[src/rtl/irq_ctrl.sv]
// rtl/irq_ctrl.sv - interrupt source controller: sync, polarity, edge/level detect, pending/enable, bus slave
module irq_ctrl #(
    parameter int IRQ_CH      = 8,
    parameter int SYNC_STAGES = 2
) (
    input  logic              clk,
    input  logic              reset,
    input  logic              cs_,
    input  logic              as_,
    input  logic              rw,
    input  logic [1:0]        addr,
    input  logic [31:0]       wr_data,
    output logic [31:0]       rd_data,
    output logic              rdy_,
    input  logic [IRQ_CH-1:0] src,
    output logic [IRQ_CH-1:0] irq
);

    logic [IRQ_CH-1:0] sync_q [SYNC_STAGES];
    logic [IRQ_CH-1:0] pending, mode, polarity, enable, prev;

    logic              access, wr_en;
    logic [IRQ_CH-1:0] wr_bits, s, n, n_new;
    logic [IRQ_CH-1:0] mode_nx, pol_nx, en_nx, w1c, changed, edge_set;
    logic [IRQ_CH-1:0] pend_nx, prev_nx;
    logic [31:0]       rd_val;

    generate
        if (IRQ_CH < 32) begin : g_unused
            logic unused_hi;
            assign unused_hi = ^wr_data[31:IRQ_CH];
        end
    endgenerate

    always_comb begin
        access  = !cs_ && !as_;
        wr_en   = access && !rw;
        wr_bits = wr_data[IRQ_CH-1:0];

        s = sync_q[SYNC_STAGES-1];
        n = ~(s ^ polarity);

        mode_nx = (wr_en && addr == 2'd1) ? wr_bits : mode;
        pol_nx  = (wr_en && addr == 2'd2) ? wr_bits : polarity;
        en_nx   = (wr_en && addr == 2'd3) ? wr_bits : enable;
        w1c     = (wr_en && addr == 2'd0) ? wr_bits : '0;

        // A channel whose detection config changes restarts cleanly: history
        // is reloaded with the value seen under the new polarity.
        changed = (mode_nx ^ mode) | (pol_nx ^ polarity);
        n_new   = ~(s ^ pol_nx);

        edge_set = n & ~prev;
        pend_nx  = ((mode & (edge_set | (pending & ~w1c))) | (~mode & n)) & ~changed;
        prev_nx  = (changed & n_new) | (~changed & n);

        rd_val = '0;
        case (addr)
            2'd0:    rd_val[IRQ_CH-1:0] = pending;
            2'd1:    rd_val[IRQ_CH-1:0] = mode;
            2'd2:    rd_val[IRQ_CH-1:0] = polarity;
            default: rd_val[IRQ_CH-1:0] = enable;
        endcase
    end

    always_ff @(posedge clk or negedge reset) begin
        if (!reset) begin
            for (int i = 0; i < SYNC_STAGES; i++) begin
                sync_q[i] <= '0;
            end
        end else begin
            sync_q[0] <= src;
            for (int i = 1; i < SYNC_STAGES; i++) begin
                sync_q[i] <= sync_q[i-1];
            end
        end
    end

    always_ff @(posedge clk or negedge reset) begin
        if (!reset) begin
            pending  <= '0;
            mode     <= '0;
            polarity <= '1;
            enable   <= '0;
            prev     <= '0;
            irq      <= '0;
            rd_data  <= '0;
            rdy_     <= 1'b1;
        end else begin
            pending  <= pend_nx;
            mode     <= mode_nx;
            polarity <= pol_nx;
            enable   <= en_nx;
            prev     <= prev_nx;
            irq      <= pending & enable;
            rd_data  <= (access && rw) ? rd_val : '0;
            rdy_     <= !access;
        end
    end

endmodule

[config.mk]
export PLATFORM = sky130hd
export DESIGN_NAME = irq_ctrl
export DESIGN_NICKNAME = d
export VERILOG_FILES = /design/src/rtl/irq_ctrl.sv
export SDC_FILE = /design/constraint.sdc
export NUM_CORES = 1
export LEC_CHECK = 0
export CORE_MARGIN = 3
export CORE_UTILIZATION = 48
export DETAILED_ROUTE_END_ITERATION = 7
export PLACE_DENSITY = 0.79
export SLEW_MARGIN = 20
export SYNTH_ARGS = -nofsm -noshare
export SYNTH_HDL_FRONTEND = slang
export SYNTH_SLANG_ARGS = --single-unit
[constraint.sdc]
create_clock -name clk -period 1.2 [get_ports clk]
set_input_delay 0.18 -clock clk [delete_from_list [all_inputs] [get_ports clk]]
set_output_delay 0.18 -clock clk [all_outputs]
set_load 0.1 [all_outputs]
---- Word level (Yosys, flattened, before mapping) ----
Index checks and enable logic that the tools add are counted.
storage, ports and cells
  register bits after elaboration ......... 73
  bits of input ports ..................... 47
cells by class
  muxes and demuxes ....................... 5
  bitwise gates (word level) .............. 22
  equality and inequality tests ........... 3
  reductions and logical operators ........ 12
operators with widths
  cell                                                             count
  8-bit bitwise AND                                                8
  8-bit NOT                                                        6
  8-bit two-way mux                                                4
  8-bit bitwise OR                                                 4
  8-bit bitwise XOR                                                4
  8-bit one-hot mux with 3 select lines                            1
  1-bit logical AND                                                7
  2-bit == test, second input constant                             2
  1-bit logical NOT                                                4
  2-bit by 1-bit == test with 1-bit output, second input constant  1
  2-bit logical NOT                                                1

---- Longest topological paths before layout ----
  word-level depth ........................ 11
  mapped depth ............................ 6

---- Worst setup path after synthesis ----
No wires, ideal clock.
  path type ............................... input to register
  start ................................... input port as_
  end ..................................... register prev[0]
  path slack .............................. -424 ps
  stages on the path ...................... 5
  buffers on the path ..................... 1
  arrival time ............................ 1501 ps
  data required time ...................... 1077 ps
  cells stage by stage .................... or4b_4 > or2_1 > buf_6 > mux2_4 > xnor2_2
between the ends
  cells in the longest elaborated chain, start to end .. 10
  elaborated cells between the ends (all ways) .. 16
  those cells by class .................... mux: 2; bitwise: 9; reduce/logical: 5
RTL lines
  what                   line  RTL
  start, declared        9     input logic as_,
  1-bit logical NOT (*)  36    access = !cs_ && !as_;
  1-bit logical AND (*)  36
  1-bit logical AND (*)  37    wr_en = access && !rw;
  1-bit logical AND (*)  44    pol_nx = (wr_en && addr == 2'd2) ? wr_bits : polarity;
  8-bit two-way mux (*)  44
  net pol_nx[0]          24    logic [IRQ_CH-1:0] mode_nx, pol_nx, en_nx, w1c, changed, edge_set;
  8-bit bitwise XOR      50    changed = (mode_nx ^ mode) | (pol_nx ^ polarity);
  8-bit bitwise OR       50
  8-bit NOT              55    prev_nx = (changed & n_new) | (~changed & n);
  8-bit bitwise AND      55
  8-bit bitwise OR (*)   55
  net prev_nx[0]         25    logic [IRQ_CH-1:0] pend_nx, prev_nx;
  end signal, assigned   94    prev <= prev_nx;
  end, declared          20    logic [IRQ_CH-1:0] pending, mode, polarity, enable, prev;
The timed path passes the listed nets; every way through them passes the cells marked *.
A chain may end at the register's enable or synchronous reset.

---- Worst setup path in the final report ----
  start ................................... input port cs_
  end ..................................... register prev[2]
between the ends
  cells in the longest elaborated chain, start to end .. 10
  elaborated cells between the ends (all ways) .. 16
  those cells by class .................... mux: 2; bitwise: 9; reduce/logical: 5
RTL lines
  what                   line  RTL
  start, declared        8     input logic cs_,
  1-bit logical NOT (*)  36
  1-bit logical AND (*)  36
  1-bit logical AND (*)  37
  1-bit logical AND (*)  44
  8-bit two-way mux (*)  44
  net pol_nx[2]          24
  8-bit bitwise XOR      50
  8-bit bitwise OR       50
  8-bit NOT              55
  8-bit bitwise AND      55
  8-bit bitwise OR (*)   55
  net prev_nx[2]         25
Marks and branches as above.

==> reports/results.ini <==
[synth]
async_flop_share_pct = 100
ys_seq_area_share_pct = 55.5
synthFlopType = dfrtp_1
ys_ff_latch = 73
synth.most_common_cell = dfrtp_1
ys_top_cells_by_area = dfrtp_1, dfstp_2, buf_4
synth_commonest_cells = dfrtp_1, buf_4, mux2_2, a21o_1
synth.avg_cell_area_um2 = 12.9
ys_warn_count = 0
synth_area_leader_cell = dfrtp_1
syn_inst = 257
syn_area_mm2 = 0.00331
yosysTopAreaCellShare_pct = 48.4
synth_edf_count = 0
synth_cell_types = 35

[finish]
final_nets = 393
drive_gt1_share_pct = 44.0
num_antenna_cells = 0
nFillCells = 427
fin_area_mm2 = 0.00462
syn_to_final_growth_pct = 39.6

[worst_setup_path]
crit_path_max_fanout = 6
crit_type = in -> reg
arrival_ps = 1540
crit_required_ps = 1430
cp-end-kind = flop
reg2reg_slack_ps = -50
cp-start-kind = primary input

[detailed_routing]
drc_errors = 0
drt_first_pass_iters = 4
routed_wl_um = 7580
via_count = 2390
avgRoutedWirePerCell_um = 17.7
drt_iter0_drc = 192
ant_nets = 0
via_per_inst = 5.60

[placement]
dpl_cell_area_mm2 = 0.00420
dp_hpwl_um = 4750
io_buffer_count = 39
gp_congestion = 0.834

[clock_network]
cts_buffers = 9
h-tree-depth = 3
clk_path_buf_depth = 2
cts.sinks = 73
clk_latency_ps = 340
cts_tree = built
clk_pin_slew_ps = 70
clock-root-buffer = clkbuf_8

[job]
cap_violations = 0

[global_routing]
grt_pass1_vias = 2398
grt_use_total_pct = 20.1
grt_first_pass_wirelength_um = 11900
grt_max_degree = 74
antenna_found_initial = 0
grt_overflow = 0

[sta]
skew_ps = 4.06
setup_slack_ps = -111
worst_hold_slack_ps = 266
rsz0062_at_grt = yes
layout_worst_path_cycle_share_pct = 109
setup_viol = 20
max_freq_mhz = 763
final-hold-violation-count = 0
maxSlewViolCount = 0
fin_crit_ps = 1310

[die]
row_count = 29
fp.dieW_um = 89.1
start_util_pct = 50.7
dieArea_mm2 = 0.00793
num_io_pins = 88
core-area_mm2 = 0.00653
die-height_um = 89.1

[power]
vdd_drop_max_mv = 0.795
p_seq_share_pct = 41.4
p_int_mw = 5.13
power_leakage_nw = 2.11
powerDensity_mw_per_mm2 = 1750
p_sw_mw = 2.95
netSwitchingFraction_pct = 36.5
combPwrFrac_pct = 38.1
pwr-share-clk_pct = 20.4

[outcome]
violations = setup timing
status = complete, but fails checks

[min_path]
hold_path.class = in -> reg

[power groups by stage]
stage | registers (mW) | clock network, mW | logic, mW
final | 3.35 | 1.65 | 3.08
after global placement | 3.34 | 0 | 2.73
after detailed placement | 3.37 | 0 | 2.80
after global routing | 3.41 | 1.79 | 3.26
after CTS | 3.32 | 1.69 | 2.88
after floorplan | 3.89 | 0 | 1.32
[path summary, 6_finish.rpt]
| kind | from | to | depth (start not counted) |
|---|---|---|---|
| worst max-delay path | cs_ | prev[2] | 6 |
| worst min-delay path | src[1] | sync_q[9] | 1 |
| worst max register to register | polarity[2] | pending[2] | 4 |
| worst min register to register | sync_q[10] | s[2] | 0 |
| max in group asynchronous | reset | polarity[7] | 3 |
| min in group asynchronous | reset | irq[3] | 3 |
[layout by cell type, fill, tap and decap left out, types with 9 or more instances in the layout]
cell / netlist / layout
clkbuf_8: 0 / 10
clkdlybuf4s50_1: 0 / 16
xnor2_1: 10 / 9
buf_12: 0 / 20
buf_4: 24 / 40
a21o_1: 12 / 12
mux2_2: 16 / 16
conb_1: 1 / 24
dfrtp_1: 64 / 64
dfstp_2: 9 / 9
[through the flow]
stage | setup TNS [ps] | cells | utilization [%] | power [mW] | worst slack (ps)
global placement | -30680 | 402 | 64.3 | 6.07 | -846
finish | -1310 | 427 | 70.8 | 8.09 | -111
floorplan | -5110 | 280 | - | 5.21 | -424
detailed placement | -31750 | 402 | 64.3 | 6.17 | -902
global route | -2110 | 427 | 70.8 | 8.45 | -137
CTS | -1270 | 423 | 68.1 | 7.89 | -128
[worst max-delay path: stages]
cell     delay (ps)
buf_6            90
or4b_4          530
or2_4           280
buf_12          140
a21o_1          180
xnor2_1         130
[flip-flops by register name, indices dropped and copies added (netlist names)]
register / cells
enable: 8
irq: 8
mode: 8
pending: 8
polarity: 8
prev: 8
rd_data: 8
rdy_: 1
s: 8
sync_q: 8
[area by class of cell]
cell class	instances	area (um^2)	share of cell area [%]
Timing Repair Buffer	88	988	21.4
Tap cell	77	96.3	2.08
Sequential cell	73	1840	39.8
Multi-Input combinational cell	167	1510	32.7
Inverter	7	26.3	0.568
Clock inverter	3	17.5	0.379
Clock buffer	12	145	3.14
[per-layer routing]
metal | GRT usage, % | up-vias | wire, um
met5 | 0 | - | 0
met4 | 10.0 | 0 | 216
met3 | 3.04 | 23 | 407
met2 | 33.5 | 90 | 3940
met1 | 25.6 | 1219 | 3020
li1 | - | 1058 | -
[what timing repair did]
item | 4_1_cts | 5_1_grt
gates resized for setup | 23 | 28
setup endpoints to repair | 49 | 25
cloned | 1 | 1
hold buffers | 1 | 0
pin swaps | 13 | 15
hold endpoints to repair | 64 | 0
buffers inserted | 4 | 3
[logic make-up (layout without fill, tap and decap cells)]
logic type / after synthesis / in the layout / synth area share [%]
buf+inv: 40 / 110 / 7.59
compound gates: 56 / 56 / 11.7
mux: 26 / 26 / 11.8
flops: 73 / 73 / 55.5
xor+xnor: 20 / 20 / 5.74
simple gates: 41 / 41 / 7.56
other cells: 1 / 24 / 0.113
(Power assumes the default switching activity.)
